[src/rtl/fuzz_harness_pkg.sv]
// Shared constants, state encoding and helpers for the fuzz vector harness.
package fuzz_harness_pkg;

  localparam logic [31:0] LFSR_POLY = 32'h80200003;
  localparam logic [31:0] WORD_MIX  = 32'h9E3779B9;

  // Widest channel output the signature fold accepts; narrower outputs are
  // zero-extended into this width, which zero-pads the top slice.
  localparam int MAX_OUT_W = 2048;

  typedef enum logic [1:0] {
    IDLE  = 2'd0,
    RUN   = 2'd1,
    DRAIN = 2'd2,
    DONE  = 2'd3
  } state_t;

  // Galois LFSR, right shift.
  function automatic logic [31:0] lfsr_next(input logic [31:0] s);
    return {1'b0, s[31:1]} ^ (s[0] ? LFSR_POLY : 32'h0);
  endfunction

  // XOR of all 32-bit slices of a zero-extended channel output.
  function automatic logic [31:0] fold32(input logic [MAX_OUT_W-1:0] v);
    logic [31:0] f;
    f = '0;
    for (int i = 0; i < MAX_OUT_W / 32; i++) f ^= v[32*i +: 32];
    return f;
  endfunction

endpackage

[src/rtl/fuzz_misr32.sv]
// 32-bit MISR: shifts in feedback taps 31/21/1/0 and XORs the folded input.
module fuzz_misr32
  import fuzz_harness_pkg::*;
(
  input  logic        clk,
  input  logic        rst,
  input  logic        clr,
  input  logic        en,
  input  logic [31:0] din,
  output logic [31:0] sig
);

  // Clear wins over compaction so a new run always starts from zero.
  always_ff @(posedge clk) begin
    if (rst || clr) sig <= '0;
    else if (en)    sig <= {sig[30:0], sig[31] ^ sig[21] ^ sig[1] ^ sig[0]} ^ din;
  end

endmodule

[src/rtl/fuzz_vector_harness.sv]
// Seeded stimulus generator, delayed capture and cross-channel comparator
// for NUM_CH copies of a DUT; channel 0 is also compacted into a MISR.
module fuzz_vector_harness
  import fuzz_harness_pkg::*;
#(
  parameter  int IN_W    = 256,
  parameter  int OUT_W   = 385,
  parameter  int NUM_CH  = 2,
  parameter  int NUM_VEC = 21,
  parameter  int CAP_LAT = 1,
  localparam int IDX_W   = ($clog2(NUM_VEC) > 1) ? $clog2(NUM_VEC) : 1
) (
  input  logic                    clk,
  input  logic                    rst,
  input  logic                    start,
  input  logic [31:0]             seed,
  output logic [IN_W-1:0]         stim,
  output logic                    stim_valid,
  input  logic [NUM_CH*OUT_W-1:0] dut_y,
  output logic                    busy,
  output logic                    done,
  output logic                    mismatch,
  output logic [IDX_W-1:0]        first_bad_idx,
  output logic [31:0]             sig
);

  localparam int              NW         = (IN_W + 31) / 32;
  localparam logic [IDX_W-1:0] LAST_IDX  = IDX_W'(NUM_VEC - 1);
  // With zero latency the last capture coincides with leaving RUN, so DRAIN
  // still holds for one cycle to keep done strictly after it.
  localparam logic [2:0]      DRAIN_LAST = 3'((CAP_LAT == 0) ? 0 : CAP_LAT - 1);

  // Expand the LFSR state into IN_W bits of stimulus, top word truncated.
  function automatic logic [IN_W-1:0] expand(input logic [31:0] s);
    logic [NW*32-1:0] w;
    for (int j = 0; j < NW; j++) w[32*j +: 32] = s ^ (32'(j) * WORD_MIX);
    return w[IN_W-1:0];
  endfunction

  state_t                        state, state_d;
  logic [31:0]                   lfsr, lfsr_d;
  logic [IN_W-1:0]               stim_d;
  logic [2:0]                    drain_cnt, drain_d;
  logic                          vld_d, accept;
  logic [IDX_W-1:0]              idx_d;
  // Stage 0 is the vector currently on stim; stage CAP_LAT is being captured.
  logic [CAP_LAT:0]              vld_pipe;
  logic [CAP_LAT:0][IDX_W-1:0]   idx_pipe;
  logic                          cap_vld;
  logic [IDX_W-1:0]              cap_idx;
  logic [NUM_CH-1:0]             ch_diff;
  logic [MAX_OUT_W-1:0]          y0_ext;

  assign stim_valid = vld_pipe[0];
  assign cap_vld    = vld_pipe[CAP_LAT];
  assign cap_idx    = idx_pipe[CAP_LAT];
  assign busy       = (state == RUN) || (state == DRAIN);

  // State register.
  always_ff @(posedge clk) begin
    if (rst) state <= IDLE;
    else     state <= state_d;
  end

  // Next state plus next stimulus, vector index and drain count.
  always_comb begin
    state_d = state;
    lfsr_d  = lfsr;
    stim_d  = '0;
    vld_d   = 1'b0;
    idx_d   = idx_pipe[0];
    drain_d = drain_cnt;
    accept  = 1'b0;
    case (state)
      IDLE, DONE: begin
        if (start) begin
          accept  = 1'b1;
          state_d = RUN;
          lfsr_d  = (seed == 32'd0) ? 32'd1 : seed;
          vld_d   = 1'b1;            // vector 0 is all zeros
          idx_d   = '0;
        end
      end
      RUN: begin
        if (idx_pipe[0] == LAST_IDX) begin
          state_d = DRAIN;
          drain_d = '0;
        end else begin
          lfsr_d  = lfsr_next(lfsr);
          stim_d  = expand(lfsr_d);
          vld_d   = 1'b1;
          idx_d   = idx_pipe[0] + IDX_W'(1);
        end
      end
      DRAIN: begin
        if (drain_cnt == DRAIN_LAST) state_d = DONE;
        else                         drain_d = drain_cnt + 3'd1;
      end
      default: state_d = IDLE;
    endcase
  end

  // Datapath registers and the {valid, idx} capture shift register.
  always_ff @(posedge clk) begin
    if (rst) begin
      lfsr      <= '0;
      stim      <= '0;
      drain_cnt <= '0;
      done      <= 1'b0;
      vld_pipe  <= '0;
      idx_pipe  <= '0;
    end else begin
      lfsr        <= lfsr_d;
      stim        <= stim_d;
      drain_cnt   <= drain_d;
      done        <= (state_d == DONE);
      vld_pipe[0] <= vld_d;
      idx_pipe[0] <= idx_d;
      for (int i = 1; i <= CAP_LAT; i++) begin
        vld_pipe[i] <= vld_pipe[i-1];
        idx_pipe[i] <= idx_pipe[i-1];
      end
    end
  end

  // Per-channel inequality against the reference channel 0.
  assign ch_diff[0] = 1'b0;
  for (genvar c = 1; c < NUM_CH; c++) begin : g_cmp
    assign ch_diff[c] = (dut_y[c*OUT_W +: OUT_W] != dut_y[0 +: OUT_W]);
  end

  // Sticky mismatch flag; only the first diverging vector index is kept.
  always_ff @(posedge clk) begin
    if (rst || accept) begin
      mismatch      <= 1'b0;
      first_bad_idx <= '0;
    end else if (cap_vld && (|ch_diff) && !mismatch) begin
      mismatch      <= 1'b1;
      first_bad_idx <= cap_idx;
    end
  end

  // Zero-extend channel 0 so the fold pads its top slice with zeros.
  always_comb begin
    y0_ext            = '0;
    y0_ext[OUT_W-1:0] = dut_y[OUT_W-1:0];
  end

  fuzz_misr32 u_misr (
    .clk (clk),
    .rst (rst),
    .clr (accept),
    .en  (cap_vld),
    .din (fold32(y0_ext)),
    .sig (sig)
  );

endmodule
[config.mk]
export PLATFORM = sky130hd
export DESIGN_NAME = fuzz_vector_harness
export DESIGN_NICKNAME = d
export VERILOG_FILES = /design/src/rtl/fuzz_harness_pkg.sv /design/src/rtl/fuzz_misr32.sv /design/src/rtl/fuzz_vector_harness.sv
export SDC_FILE = /design/constraint.sdc
export NUM_CORES = 1
export LEC_CHECK = 0
export CAP_MARGIN = 20
export CELL_PAD_IN_SITES_DETAIL_PLACEMENT = 0
export CELL_PAD_IN_SITES_GLOBAL_PLACEMENT = 1
export CORE_AREA = 2 2 435 437
export CTS_CLUSTER_SIZE = 12
export DETAILED_ROUTE_END_ITERATION = 6
export DIE_AREA = 0 0 437 439
export GPL_TIMING_DRIVEN = 0
export HOLD_SLACK_MARGIN = 0.06
export PLACE_DENSITY_LB_ADDON = 0.1
export SETUP_SLACK_MARGIN = 0.02
export SLEW_MARGIN = 5
export SYNTH_ARGS = -nofsm -noshare
export SYNTH_HDL_FRONTEND = slang
export SYNTH_SLANG_ARGS = --single-unit
[constraint.sdc]
create_clock -name clk -period 3.9 [get_ports clk]
set_input_delay 0.39 -clock clk [delete_from_list [all_inputs] [get_ports clk]]
set_output_delay 0.39 -clock clk [all_outputs]
set_load 0.05 [all_outputs]
==> results.yml <==
power_and_ir_drop:
  p_leak_nw: 9.507
  p_seq_share_pct: 22.7
  p_int_mw: 4.609
  combPwrFrac_pct: 54.9
  p_clk_share_pct: 22.3
  p_sw_mw: 3.365
  peakVddDrop_v: 0.0002218
  finalPower_mw: 7.974
  swShare_pct: 42.20
  p_per_area_mw_per_mm2: 272.7
detailed_routing:
  drt_iter0_drc: 509
  firstDrtPassIters: 4
  drtAntennaViolNets: 0
  routedWlPerCell_um: 29.17
  num_vias: 15210
  viasPerCell: 2.889
  wirelength_um: 153600
  drc: 0
synth:
  synth_cell_types: 36
  synth_top_cell_area_share_pct: 41.69
  synthCells: 1616
  synth_top_area_cell: "xnor2_1"
  syn_area_sq_mm: 0.01429
  synth-seq-cells: 152
  synth_area_leaders: "xnor2_1, dfxtp_1, buf_4"
  syn_avg_cell_area_sq_um: 8.840
  syn-num-nets: 2427
  ys_seq_area_share_pct: 21.30
  synth_warnings: 0
setup_path:
  worstPathRequired_ns: 4.25
  crit_top_cell: "nand4_1"
  crit_type: "in2reg"
  cpPeakStageDelay_ns: 0.69
  critPathArrivalTime_ns: 3.95
  crit_fanout: 5
  crit_path_end_kind: "register"
  slowest_stage: "nand4_1"
  r2r-end: "lfsr[13]$_SDFFE_PP0P_"
  path_buf_inv: 1
  path_cells: "clkdlybuf4s50_1 > xnor2_2 > nand4_1 > nor4_4 > nand4_1 > nor4_2 > a211oi_2 > mux2i_1"
  critPathLaunchType: "input pin"
  r2r-start: "state[0]$_SDFF_PP0_"
  rr_worst_depth: 9
  r2r_slack_ns: 1.27
  cp_top_family: "simple AND/OR/NAND/NOR gates"
  critical_path.startpoint: "dut_y[156]"
clock_tree:
  numCtsBuffers: 17
  cts_htree_levels: 4
  tritoncts: "done"
  path_clk_slew_ns: 0.07
  worstSkewPairLatency_ns: 0.49
  cts_setup_buffers: 0
  cts_root_buffer: "clkbuf_16"
  clk_path_buf_depth: 2
  cts_sinks: 152
timing:
  fmax_mhz: 277.8
  fin_setup_tns_ns: 0
  finalSetupViolCount: 0
  relSlewSlack_pct: 31.62
  drv_slew: 0
  tightest_slew_ns: 1.018
  post-route-min-period_ns: 3.600
  fin_worst_skew_ns: 0.01868
  hold_viol: 0
  rsz0062_at_grt: "no"
  period_share_pct: 92.31
global_routing:
  grt_overflow: 0
  grt_usage_pct: 15.49
  antenna_found_initial: 63
  grt_pass1_wl_um: 189300
  first_global_vias: 17120
  grt_max_degree: 17
hold_path:
  holdCritStartpoint: "cap_idx[0]$_SDFF_PP0_"
  holdPathStages: 2
  hp-class: "reg2reg"
  hold_end: "first_bad_idx[0]$_SDFFE_PP0P_"
placement:
  routabilityCongestion: 0.8195
  placed_cell_area_sq_mm: 0.02854
  dp_cells: 5222
  dp_hpwl_um: 142400
  portBuffers: 1100
finish:
  drive_gt1_share_pct: 9.427
  nNetsFinal: 3557
  final_area_sq_mm: 0.02924
  fin_cells: 5265
  area_delta_synth_final_pct: 104.7
run_status:
  status: "finished, final reports clean"
floorplan:
  row_count: 159
  fp.dieArea_sq_mm: 0.1918
  die_x_um: 437
  io_pins: 1102
  core_area_sq_mm: 0.1870
  die_y_um: 439
  start_util_pct: 7.640
flow_run:
  max-cap-violations: 0
==> what timing repair did <==
action / CTS / global route
gates resized for setup: 12 / 1
pin swaps: 2 / 0
hold buffers: 0 / 0
setup endpoints to repair: 6 / 1
==> worst min-delay path: stages, from the launching register on <==
cell and delay [ns]:
dfxtp_1 0.31, nand2_1 0.05, mux2i_1 0.06
==> how the worst max path moves through the flow <==
stage / slack (ns) / cells past startpoint / endpoint
4_1_cts: 0.02 / 8 / first_bad_idx[4]$_SDFFE_PP0P_
3_5_place_dp: -1.37 / 8 / first_bad_idx[4]$_SDFFE_PP0P_
2_1_floorplan: 1.62 / 9 / lfsr[10]$_SDFFE_PP0P_
5_1_grt: 0.14 / 8 / first_bad_idx[1]$_SDFFE_PP0P_
3_3_place_gp: -1.81 / 8 / first_bad_idx[1]$_SDFFE_PP0P_
6_report: 0.30 / 8 / first_bad_idx[1]$_SDFFE_PP0P_
==> layout make-up <==
type / count / area [sq um]
sequential: 152 / 3043
fill: 21260 / 157800
clock buffer: 21 / 470.5
buffer: 225 / 1575
clock inverter: 10 / 107.6
antenna: 12 / 30.03
inverter: 10 / 37.54
tap: 2495 / 3122
timing repair buffer: 1111 / 11100
multi-input combinational: 1229 / 9754
==> cell usage after synthesis <==
| cell type | instances |
|---|---|
| xnor2_1 | 680 |
| buf_4 | 192 |
| dfxtp_1 | 152 |
| nor2_1 | 118 |
| nand4_1 | 100 |
| xor2_1 | 99 |
| mux2i_1 | 60 |
| nor4_1 | 36 |
| and2_1 | 30 |
| a211oi_1 | 26 |
| clkbuf_1 | 21 |
| nand2_1 | 21 |
| inv_1 | 10 |
| a21oi_1 | 8 |
| buf_2 | 7 |
| nor2b_1 | 7 |
| a221oi_1 | 6 |
| and3_1 | 6 |
| ha_1 | 6 |
| buf_1 | 5 |
| o21ai_0 | 4 |
| nor4_2 | 3 |
| a211oi_2 | 2 |
| a22oi_1 | 2 |
| nand2b_1 | 2 |
| nor3_1 | 2 |
| o211ai_1 | 2 |
| a2111oi_0 | 1 |
| a211o_1 | 1 |
| and4b_1 | 1 |
| nand3_1 | 1 |
| nor4b_1 | 1 |
| o21a_1 | 1 |
| o21bai_1 | 1 |
| o22ai_1 | 1 |
| or3_1 | 1 |
==> per-stage QoR <==
stage / hold slack (ns) / worst slack (ns) / utilization, %
after global placement: 0.4445 / -1.813 / 15.20
after floorplan: 0.4208 / 1.623 / -
after global routing: 0.4829 / 0.1422 / 15.62
final: 0.4567 / 0.2998 / 15.64
after CTS: 0.4634 / 0.02443 / 15.62
after detailed placement: 0.4523 / -1.375 / 15.26
==> layer usage <==
metal / wire [um] / GRT usage (%)
met1: 50010 / 14.29
met3: 9483 / 4.274
met4: 1688 / 1.613
met5: 302 / 0
met2: 92080 / 33.49
==> power groups by stage <==
stage / Combinational, mW / Clock (mW) / Sequential (mW)
floorplan: 1.95 / 0 / 1.98
global placement: 4.52 / 0 / 1.86
detailed placement: 4.51 / 0 / 1.86
CTS: 4.55 / 1.93 / 1.83
global route: 4.67 / 1.96 / 1.84
finish: 4.38 / 1.78 / 1.81
==> cell usage in the layout (no fill, tap or decap), drive strengths merged <==
cell,Yosys,layout
clkbuf,21,42
nor3,2,2
a211o,1,1
nor2b,7,7
a21oi,8,8
a22oi,2,2
and4b,1,1
nor4b,1,1
bufinv,0,1
nand3,1,1
a211oi,28,28
or3,1,1
inv,10,14
xor2,99,99
o21bai,1,1
dfxtp,152,152
nand2b,2,2
nand4,100,100
o22ai,1,1
clkdlybuf4s50,0,1100
and3,6,6
o21a,1,1
o21ai,4,4
nor2,118,118
ha,6,6
nand2,21,21
diode,0,12
o211ai,2,2
xnor2,680,680
nor4,39,39
and2,30,30
clkinvlp,0,3
a2111oi,1,1
mux2i,60,60
a221oi,6,6
buf,204,215
clkinv,0,2
==> registers in the layout (all words and copies together) (netlist names) <==
register       flops
stim              64
lfsr              32
u_misr.sig        32
cap_idx            5
first_bad_idx      5
idx_pipe           5
drain_cnt          3
state              2
vld_pipe           2
done               1
mismatch           1
==> logic make-up after synthesis <==
logic type      Yosys count  synth area share, %
xor+xnor                779                47.76
compound gates           55                2.811
simple gates            329                12.12
mux                      60                4.204
buf+inv                 235                11.28
flops                   152                21.30
fa+ha+maj                 6               0.5255
Power figures use the tool's default switching activity.
